<file path="src/rtl/fpnew_round_prep.sv">
`default_nettype none
// ============================================================================
//  Package      : fpnew_pkg (minimal subset)
//  Description  : Rounding-mode encoding shared with the rounding stage.
//  Revision     : 1.0 - initial release
// ============================================================================
package fpnew_pkg;
  typedef enum logic [2:0] {
    RNE = 3'b000,
    RTZ = 3'b001,
    RDN = 3'b010,
    RUP = 3'b011,
    RMM = 3'b100,
    ROD = 3'b101,
    DYN = 3'b111
  } roundmode_e;
endpackage

// ============================================================================
//  Module       : fpnew_round_prep
//  Description  : Normalizes an unnormalized {sign, exponent, mantissa} result
//                 into a packed {exponent, mantissa} magnitude plus round and
//                 sticky bits. Two-stage elastic valid/ready pipeline:
//                 stage 1 finds the leading one and the shift, stage 2 shifts
//                 and packs the result.
//  Revision     : 1.0 - initial release
// ============================================================================
module fpnew_round_prep #(
  parameter int unsigned EXP_BITS = 8,
  parameter int unsigned MAN_BITS = 23,
  parameter int unsigned IN_WIDTH = 50
) (
  input  logic                          clk_i,
  input  logic                          rst_ni,
  input  logic                          flush_i,
  input  logic                          in_valid_i,
  output logic                          in_ready_o,
  input  logic                          sign_i,
  input  logic signed [EXP_BITS+1:0]    exp_i,
  input  logic [IN_WIDTH-1:0]           mant_i,
  input  fpnew_pkg::roundmode_e         rnd_mode_i,
  input  logic                          eff_sub_i,
  output logic                          out_valid_o,
  input  logic                          out_ready_i,
  output logic [EXP_BITS+MAN_BITS-1:0]  abs_value_o,
  output logic                          sign_o,
  output logic [1:0]                    round_sticky_o,
  output fpnew_pkg::roundmode_e         rnd_mode_o,
  output logic                          eff_sub_o,
  output logic                          of_before_rnd_o
);

  // Leading-zero count range is 0..IN_WIDTH; the normalized exponent is kept
  // wide enough that very negative inputs can never wrap into overflow.
  localparam int unsigned c_lzc_w  = $clog2(IN_WIDTH + 1);
  localparam int unsigned c_nexp_w = EXP_BITS + 3 + c_lzc_w;

  localparam logic signed [c_nexp_w-1:0] c_nexp_one = c_nexp_w'(1);
  localparam logic signed [c_nexp_w-1:0] c_exp_ovf  = c_nexp_w'((2**EXP_BITS) - 1);
  localparam logic signed [c_nexp_w-1:0] c_in_width = c_nexp_w'(IN_WIDTH);
  localparam logic [EXP_BITS-1:0]        c_exp_maxf = EXP_BITS'((2**EXP_BITS) - 2);

  // --------------------------------------------------------------------------
  // Handshake
  // --------------------------------------------------------------------------
  logic w_s1_accept;
  logic w_s2_accept;
  logic r_s1_valid;
  logic r_s2_valid;

  assign w_s2_accept = ~r_s2_valid | out_ready_i;
  assign w_s1_accept = ~r_s1_valid | w_s2_accept;
  assign in_ready_o  = w_s1_accept;
  assign out_valid_o = r_s2_valid;

  // --------------------------------------------------------------------------
  // Stage 1: leading-zero count, normalized exponent, class and shift amount
  // --------------------------------------------------------------------------
  logic [c_lzc_w-1:0]         w_lzc;
  logic signed [c_nexp_w-1:0] w_exp_ext;
  logic signed [c_nexp_w-1:0] w_lzc_ext;
  logic signed [c_nexp_w-1:0] w_nexp;
  logic signed [c_nexp_w-1:0] w_den_rsh;
  logic signed [c_nexp_w-1:0] w_den_lsh;
  logic                       w_zero;
  logic                       w_of;
  logic                       w_den;
  logic [EXP_BITS-1:0]        w_exp_field;
  logic [c_lzc_w-1:0]         w_shl;
  logic [c_lzc_w-1:0]         w_shr;

  // Leading-zero count: the highest set bit wins, IN_WIDTH when all zero
  always_comb begin
    w_lzc = c_lzc_w'(IN_WIDTH);
    for (int i = 0; i < int'(IN_WIDTH); i++) begin
      if (mant_i[i]) begin
        w_lzc = c_lzc_w'(int'(IN_WIDTH) - 1 - i);
      end
    end
  end

  assign w_exp_ext   = {{(c_nexp_w-EXP_BITS-2){exp_i[EXP_BITS+1]}}, exp_i};
  assign w_lzc_ext   = {{(c_nexp_w-c_lzc_w){1'b0}}, w_lzc};
  assign w_nexp      = w_exp_ext - w_lzc_ext + c_nexp_one;
  assign w_den_rsh   = c_nexp_one - w_exp_ext;
  assign w_den_lsh   = w_exp_ext - c_nexp_one;
  assign w_zero      = ~|mant_i;
  assign w_of        = (w_nexp >= c_exp_ovf);
  assign w_den       = (w_nexp < c_nexp_one);
  assign w_exp_field = w_den ? '0 : EXP_BITS'(w_nexp);

  // Shift that puts the leading one at bit IN_WIDTH-2 (normal) or aligns the
  // minimum exponent there (denormal); right shifts are clamped so every
  // input bit lands in the sticky region
  always_comb begin
    w_shl = '0;
    w_shr = '0;
    if (w_den) begin
      if (w_exp_ext >= c_nexp_one) begin
        w_shl = c_lzc_w'(w_den_lsh);
      end else if (w_den_rsh > c_in_width) begin
        w_shr = c_lzc_w'(IN_WIDTH);
      end else begin
        w_shr = c_lzc_w'(w_den_rsh);
      end
    end else if (w_lzc == '0) begin
      w_shr = c_lzc_w'(1);
    end else begin
      w_shl = w_lzc - c_lzc_w'(1);
    end
  end

  logic [IN_WIDTH-1:0]   r_s1_mant;
  logic [EXP_BITS-1:0]   r_s1_exp;
  logic [c_lzc_w-1:0]    r_s1_shl;
  logic [c_lzc_w-1:0]    r_s1_shr;
  logic                  r_s1_zero;
  logic                  r_s1_of;
  logic                  r_s1_sign;
  fpnew_pkg::roundmode_e r_s1_rm;
  logic                  r_s1_es;

  // Stage-1 valid and stage-2 valid; flush empties both
  always_ff @(posedge clk_i) begin
    if (!rst_ni) begin
      r_s1_valid <= 1'b0;
      r_s2_valid <= 1'b0;
    end else if (flush_i) begin
      r_s1_valid <= 1'b0;
      r_s2_valid <= 1'b0;
    end else begin
      if (w_s1_accept) r_s1_valid <= in_valid_i;
      if (w_s2_accept) r_s2_valid <= r_s1_valid;
    end
  end

  // Stage-1 data register, loaded on an input transfer
  always_ff @(posedge clk_i) begin
    if (!rst_ni) begin
      r_s1_mant <= '0;
      r_s1_exp  <= '0;
      r_s1_shl  <= '0;
      r_s1_shr  <= '0;
      r_s1_zero <= 1'b0;
      r_s1_of   <= 1'b0;
      r_s1_sign <= 1'b0;
      r_s1_rm   <= fpnew_pkg::RNE;
      r_s1_es   <= 1'b0;
    end else if (w_s1_accept && in_valid_i) begin
      r_s1_mant <= mant_i;
      r_s1_exp  <= w_exp_field;
      r_s1_shl  <= w_shl;
      r_s1_shr  <= w_shr;
      r_s1_zero <= w_zero;
      r_s1_of   <= w_of;
      r_s1_sign <= sign_i;
      r_s1_rm   <= rnd_mode_i;
      r_s1_es   <= eff_sub_i;
    end
  end

  // --------------------------------------------------------------------------
  // Stage 2: apply the shift, extract mantissa / round / sticky, pack
  // --------------------------------------------------------------------------
  logic [IN_WIDTH-1:0]          w_shifted;
  logic [IN_WIDTH-1:0]          w_lost;
  logic [MAN_BITS-1:0]          w_man;
  logic                         w_round;
  logic                         w_sticky;
  logic                         w_unused_lead;
  logic [EXP_BITS+MAN_BITS-1:0] w_abs;
  logic [1:0]                   w_rs;

  // Only one of the two shift amounts is ever non-zero
  assign {w_shifted, w_lost} = {r_s1_mant << r_s1_shl, {IN_WIDTH{1'b0}}} >> r_s1_shr;

  assign w_man         = w_shifted[IN_WIDTH-3 -: MAN_BITS];
  assign w_round       = w_shifted[IN_WIDTH-3-MAN_BITS];
  assign w_sticky      = (|w_shifted[IN_WIDTH-4-MAN_BITS:0]) | (|w_lost);
  // The integer bits are the implicit one (or zero); nothing is taken from them
  assign w_unused_lead = &{1'b0, w_shifted[IN_WIDTH-1:IN_WIDTH-2]};

  // Result select: zero, overflow (largest finite with RS=11) or normal/denormal
  always_comb begin
    w_abs = {r_s1_exp, w_man};
    w_rs  = {w_round, w_sticky};
    if (r_s1_zero) begin
      w_abs = '0;
      w_rs  = 2'b00;
    end else if (r_s1_of) begin
      w_abs = {c_exp_maxf, {MAN_BITS{1'b1}}};
      w_rs  = 2'b11;
    end
  end

  logic [EXP_BITS+MAN_BITS-1:0] r_abs;
  logic [1:0]                   r_rs;
  logic                         r_of;
  logic                         r_sign;
  fpnew_pkg::roundmode_e        r_rm;
  logic                         r_es;

  // Output register, held while the downstream stalls
  always_ff @(posedge clk_i) begin
    if (!rst_ni) begin
      r_abs  <= '0;
      r_rs   <= 2'b00;
      r_of   <= 1'b0;
      r_sign <= 1'b0;
      r_rm   <= fpnew_pkg::RNE;
      r_es   <= 1'b0;
    end else if (w_s2_accept && r_s1_valid) begin
      r_abs  <= w_abs;
      r_rs   <= w_rs;
      r_of   <= r_s1_of & ~r_s1_zero;
      r_sign <= r_s1_sign;
      r_rm   <= r_s1_rm;
      r_es   <= r_s1_es;
    end
  end

  assign abs_value_o     = r_abs;
  assign round_sticky_o  = r_rs;
  assign of_before_rnd_o = r_of;
  assign sign_o          = r_sign;
  assign rnd_mode_o      = r_rm;
  assign eff_sub_o       = r_es;

endmodule
`default_nettype wire

</file>
<file path="config.mk">
export PLATFORM = sky130hd
export DESIGN_NAME = fpnew_round_prep
export DESIGN_NICKNAME = d
export VERILOG_FILES = /design/src/rtl/fpnew_round_prep.sv
export SDC_FILE = /design/constraint.sdc
export NUM_CORES = 1
export LEC_CHECK = 0
export ABC_AREA = 1
export BUFFER_PORTS_ARGS = -buffer_cell sky130_fd_sc_hd__buf_2
export CAP_MARGIN = 20
export CORE_ASPECT_RATIO = 0.5
export CORE_MARGIN = 5
export CORE_UTILIZATION = 51
export DETAILED_ROUTE_END_ITERATION = 8
export PLACE_DENSITY = 0.7
export SETUP_SLACK_MARGIN = 0.4
export SKIP_CTS_REPAIR_TIMING = 1
export SYNTH_ARGS = -nofsm -noshare
export SYNTH_HDL_FRONTEND = slang
export SYNTH_SLANG_ARGS = --single-unit
</file>
<file path="constraint.sdc">
create_clock -name clk_i -period 9.5 [get_ports clk_i]
set_clock_uncertainty 0.15 [all_clocks]
set_input_delay 2.85 -clock clk_i [delete_from_list [all_inputs] [get_ports clk_i]]
set_output_delay 2.85 -clock clk_i [all_outputs]
set_load 0.005 [all_outputs]
</file>
Word-level counts from Yosys, hierarchy flattened
Cells that the tools add are included.
- add/subtract/negate cells: 5
- order comparisons: 4
- shifts and indexed selects: 2
- muxes and demuxes: 62
- bitwise logic cells: 8
- reduce and logical (&&, ||, !) cells: 8
- operators by type and width (operator ; number):
    $mux W6 ; 54
    $reduce_or A50 Y1 ; 2
    $shr A100 B6 Y98 ; 1
    $mux W31 ; 2
    $shl A50 B6 Y50 ; 1
    $reduce_or A24 Y1 ; 1
    $add A11 B2 Y12 const B ; 1
    $ge A12 B9 Y1 const B ; 1
    $lt A12 B2 Y1 const B ; 1
    $gt A11 B7 Y1 const B ; 1
    $sub A10 B7 Y11 ; 1
    $sub A2 B10 Y11 const A ; 1
    $ge A10 B2 Y1 const B ; 1
    $mux W2 ; 4
    $mux W8 ; 1
    $logic_not A6 Y1 ; 1
    $sub A6 B1 Y6 const B ; 1
    $sub A6 B2 Y6 const B ; 1
    $not A1 Y1 ; 4
    $or A1 B1 Y1 ; 3
    $logic_and A1 B1 Y1 ; 2
    $reduce_or A2 Y1 ; 1
    $and A1 B1 Y1 ; 1
    $logic_not A1 Y1 ; 1
    $mux W1 ; 1
- register bits: 118
- bits of input ports: 70
- output and inout bits: 41
- logic and storage cells: 106

Longest topological paths before layout
- word-level depth: 54
- gate-level depth with buffers: 69
- mapped depth without buffers: 69

Worst setup path after synthesis
OpenSTA, ideal clock, no wires.
- path type: input-to-reg
- from: input port mant_i[1]
- to: register r_s1_shr[1]
- setup time: 70 ps
- arrival time: 7946 ps
- required time: 9280 ps
- slack: 1334 ps
- stages on the path: 68
- path buffers: 1
- path through: inv_1 > nand2_1 > nand2_1 > nand2_1 > nand2_1 > nand2_1 > nand2_1 > nand2_1 > nand2_1 > nand2_1 > nand2_1 > nand2_1 > nand2_1 > nand2_1 > nand2_1 > nand2_1 > nand2_1 > nand2_1 > (+32 left out) > ha_1 > ha_1 > fa_1 > a21oi_1 > o21bai_1 > a21oi_1 > o21bai_1 > a21oi_1 > o21bai_1 > or2_2 > a21oi_1 > nand2_1 > inv_1 > a32oi_1 > clkbuf_1 > nor3_1 > o21ai_0 > a21oi_1
- longest elaborated chain between the ends: 53
- ends and longest elaborated chain (item ; RTL line ; RTL):
    from (decl) ; 40 ; input logic [IN_WIDTH-1:0] mant_i,
    $mux W2 ; 96 ; if (mant_i[i]) begin
    $mux W6 (48 in a row) ; 96 ;
    $sub A10 B7 Y11 ; 104 ; assign w_nexp = w_exp_ext - w_lzc_ext + c_nexp_one;
    $add A11 B2 Y12 ; 104 ;
    $lt A12 B2 Y1 ; 109 ; assign w_den = (w_nexp < c_nexp_one);
    $mux W6 ; 118 ; if (w_den) begin
    to (signal assigned) ; 173 ; r_s1_shr <= w_shr;
    to (decl) ; 136 ; logic [c_lzc_w-1:0] r_s1_shr;
No other way between the ends.
A chain may end at the register's enable or synchronous reset.

Worst setup path in the final report
- from: input port mant_i[1]
- to: register r_s1_shl[3]
- longest elaborated chain between the ends: 53
- elaborated cells on any way between the ends: 56
- those cells by class: add/sub: 3; order compare: 1; mux: 51; reduce/logical: 1
- ends and longest elaborated chain (item ; RTL line ; RTL):
    $mux W2 (*) ; 96 ;
    $mux W6 (*) (48 in a row) ; 96 ;
    $sub A10 B7 Y11 ; 104 ;
    $add A11 B2 Y12 ; 104 ;
    $lt A12 B2 Y1 ; 109 ;
    $mux W6 (*) ; 118 ;
    to (signal assigned) ; 172 ; r_s1_shl <= w_shl;
    to (decl) ; 135 ; logic [c_lzc_w-1:0] r_s1_shl;
Every way passes the cells marked *; elsewhere a longest branch is shown, timed or not.

==> metrics.log <==
[metrics] run status: complete, no violations
[metrics] Non-Filler Cell Area, Final: 12300 um^2
[metrics] Int Power: 1.20 mW
[metrics] dominant cell by count in the synthesized netlist: nand2_1
[metrics] dominant synthesized flop cell: dfxtp_1
[metrics] sequential fraction of design power: 27.5%
[metrics] Slew HR: 27.8%
[metrics] Post-Place Cell Area: 11600 um^2
[metrics] number of clock buffers inserted by TritonCTS: 17
[metrics] share of the synthesized area in the top cell type: 21.0%
[metrics] Worst Hold Path EP: r_s1_exp[6]
[metrics] cell with the largest stage delay on the worst path: fa_1
[metrics] max-slew violations: 0
[metrics] average detailed-routed wire length per instance: 14.1 um
[metrics] Yosys top cell by area: dfxtp_1
[metrics] depth of the CTS H-tree: 4
[metrics] TritonCTS clock tree: done
[metrics] required time reported for the critical path endpoint: 9.71 ns
[metrics] multiplexer area fraction after synthesis: 1.87%
[metrics] drt first pass iters: 6
[metrics] Synth async-reset ratio: 0%
[metrics] Ys Warns: 0
[metrics] Clk network pwr share: 33.6%
[metrics] sum of negative setup slack: 0 ns
[metrics] core footprint: 21700 um^2
[metrics] Post-synth EDFFs: 0
[metrics] antenna violations before repair: 0
[metrics] # DRC: 0
[metrics] growth of design area from synthesis to finish: 9.64%
[metrics] vias after detailed routing: 12700
[metrics] WHS Path Cells: 2
[metrics] largest cells by area after synthesis: dfxtp_1 (21%), nand2_1 (21%), o21ai_0 (7.9%), o21ai_1 (5.9%), a21oi_1 (5.3%)
[metrics] crit path max fanout: 8
[metrics] overall die width: 220 um
[metrics] dominant delay contributor by cell family on the critical path: simple AND/OR/NAND/NOR gates
[metrics] path category of the worst min-delay check: reg2reg
[metrics] launch point of the worst hold path: r_s1_exp[6]
[metrics] number of clock sinks: 118
[metrics] CTS Buffer Depth: 2
[metrics] Post-Syn Instances: 1979
[metrics] Simple-Gate Fraction of Synth Area: 33.6%
[metrics] Mean Syn Cell Area: 5.68 um^2
[metrics] Die Span Y: 115 um
[metrics] drt via density: 5.51
[metrics] Most Frequent Cell on Critical Path: nand2_1
[metrics] switch share: 39.8%
[metrics] leak pwr: 5.67 nW
[metrics] synthesized net count: 2073
[metrics] unique cell type count in the Yosys netlist: 60
[metrics] adder-cell area share of the yosys netlist: 2.74%
[metrics] first-pass GRT wire length: 53.4 mm
[metrics] post-detailed-route count of antenna-violating nets: 0
[metrics] number of synthesized register bits: 118
[metrics] fraction of layout instances using a drive strength above 1: 10.9%
[metrics] vias in the first global route: 10700
[metrics] combinational family with the most area after synthesis: simple AND/OR/NAND/NOR gates
[metrics] RSZ-0062 raised after global routing: no
[metrics] stage delay of the slowest cell on the critical path: 0.46 ns
[metrics] power spent charging and discharging nets: 0.794 mW
[metrics] crit start category: primary input
[metrics] fraction of power consumed by combinational cells: 38.9%
[metrics] cell area power density: 162 nW/um^2
[metrics] NumNets Final: 2083
[metrics] start of the worst register-to-register path: r_s1_shl[1]
[metrics] share of the synthesized netlist area taken by xor and xnor gates: 1.17%
[metrics] number of max-cap violations: 0
[metrics] share of the yosys chip area belonging to registers: 21.0%
[metrics] Starting DRT DRC Count: 1522
[metrics] Remaining Overflow, GRT: 0
[metrics] detailed-route wire length: 32.5 mm
[metrics] capture point of the worst reg-to-reg path: round_sticky_o[0]
[metrics] global placer's final weighted congestion: 1.01
[metrics] leading cell types by count after synthesis: nand2_1 (629), o21ai_0 (178), nor2_1 (143)
[metrics] worst-case register-to-register setup slack: 4.83 ns
[metrics] maximum number of pins on one net before global-route repair: 115
[metrics] Critical Path Sink Type: flop
[metrics] Hold Vio Cnt, Final: 0
[metrics] share of the synthesized area in compound gates (AO/OA/AOI/OAI): 28.4%
[metrics] Total GRT Usage: 25.3%
[metrics] final HPWL from detailed placement: 24.7 mm
[metrics] Total Die Area: 25300 um^2
[metrics] I/O Buffers: 110
[metrics] n_diodes: 0
[metrics] effective utilization at floorplan: 51.8%
[metrics] latest clock arrival within the worst-skew pair: 0.42 ns
[metrics] highest clock frequency the design can meet: 121 MHz
[metrics] root cell of the clock tree: clkbuf_16
[metrics] mapped cell area: 11200 um^2
[metrics] Period Utilization, post-route: 87.3%
[metrics] ports placed on the boundary: 111
[metrics] buffer and inverter count on the worst path: 5
[metrics] critical path start-end classification: in2reg
[metrics] data arrival at the endpoint of the critical path: 8.50 ns
[metrics] transition time at the pin with the least slew margin: 1.07 ns
[metrics] minimum clock period after layout: 8.29 ns
[metrics] logic depth of the worst register-to-register path: 22
[metrics] worst vdd rail ir drop: 0.0000860 V
[metrics] standard-cell rows: 38
[metrics] Worst-path clk slew: 0.06 ns
[metrics] Finish-stage setup viols: 0
cells by family (layout without fill, tap and decap cells):
logic type               after synthesis  count (layout)
buffers and inverters                295             317
multiplexers                          21              21
flip-flops                           118             118
AND/OR/NAND/NOR                      936             936
adder cells (fa/ha/maj)               24              24
XOR/XNOR                              15              15
AO/OA/AOI/OAI                        570             570
state kept, by name, indices dropped and copies added (netlist names), 2 cells and up:
signal / flops
r_s1_mant: 50
r_s1_shr: 6
abs_value_o: 31
r_s1_rm: 3
rnd_mode_o: 3
r_s1_exp: 8
round_sticky_o: 2
r_s1_shl: 6
power groups by stage:
stage | sequential (mW) | clock, mW | combinational, mW
after floorplan | 0.552 | 0 | 0.577
after global placement | 0.557 | 0 | 0.748
after detailed placement | 0.558 | 0 | 0.750
after CTS | 0.547 | 0.679 | 0.753
after global routing | 0.552 | 0.701 | 0.874
final | 0.548 | 0.671 | 0.776
metal layers:
metal	global-route usage (%)	wire length [um]	share of wire (%)	up-vias
met5	0	0	0	-
met4	6.15	432	1.3	0
met3	3.45	2400	7.4	36
met2	34.8	12500	38	418
met1	40.7	17200	53	5582
li1	-	-	-	6644
layout make-up:
cell class | instances | area, um^2
Inverter | 154 | 581
Clock inverter | 13 | 173
Tap cell | 300 | 375
Timing Repair Buffer | 132 | 748
Fill cell | 2336 | 9360
Multi-Input combinational cell | 1566 | 7640
Sequential cell | 118 | 2360
Clock buffer | 18 | 439
worst reg2reg max path: stages (launching register included):
cell and delay (ns):
dfxtp_1 0.33, buf_4 0.41, inv_2 0.45, nor2_1 0.20
a31oi_1 0.08, nand2_1 0.10, o21ai_0 0.19, o21ai_0 0.36
nand2_1 0.08, nand3_1 0.08, o21ai_1 0.10, o21ai_1 0.19
nor2_1 0.06, a31oi_1 0.26, o21ai_0 0.24, o21ai_0 0.28
o21ai_0 0.17, nor4_1 0.22, nand4_1 0.17, o21ai_1 0.15
o2111ai_1 0.12, nand2_1 0.09, a21oi_1 0.07
layout by cell type (no fill, tap or decap), types with 8 or more instances in the layout:
cell type | synthesis | routed
clkbuf_16 | 0 | 17
a21oi_1 | 119 | 119
ha_1 | 23 | 23
inv_2 | 9 | 10
buf_2 | 49 | 110
dfxtp_1 | 118 | 116
mux2i_1 | 21 | 21
o211ai_1 | 22 | 22
nor3_1 | 18 | 17
nor2_1 | 143 | 142
a31oi_1 | 61 | 61
nand4_1 | 10 | 10
inv_1 | 137 | 136
buf_4 | 7 | 20
o21ai_1 | 133 | 133
nand2_1 | 629 | 629
nand3_1 | 105 | 105
or2_2 | 8 | 8
nor4_1 | 10 | 10
o21ai_2 | 20 | 20
o21ai_0 | 178 | 178
xor2_1 | 14 | 14
metrics by stage:
step | hold WS (ns) | util [%] | total power, mW | setup WS [ns] | cells
finish | 0.312 | 56.8 | 2.00 | 1.21 | 2301
global route | 0.331 | 56.8 | 2.13 | 0.444 | 2301
CTS | 0.311 | 56.6 | 1.98 | 1.05 | 2299
detailed placement | 0.302 | 53.7 | 1.31 | 0.649 | 2268
global placement | 0.304 | 53.7 | 1.30 | 0.683 | 2268
floorplan | 0.292 | - | 1.13 | 1.33 | 1979
worst max path at each step:
stage,slack [ns],endpoint,cells past startpoint,from
6_report,1.21,r_s1_shl[3],70,mant_i[1]
5_1_grt,0.44,r_s1_shl[5],70,mant_i[1]
4_1_cts,1.05,r_s1_shr[1],68,mant_i[1]
3_5_place_dp,0.65,r_s1_shr[1],68,mant_i[1]
3_3_place_gp,0.68,r_s1_shr[1],68,mant_i[1]
2_1_floorplan,1.33,r_s1_shr[1],68,mant_i[1]
Note: power is estimated with default switching activity, not from simulation.
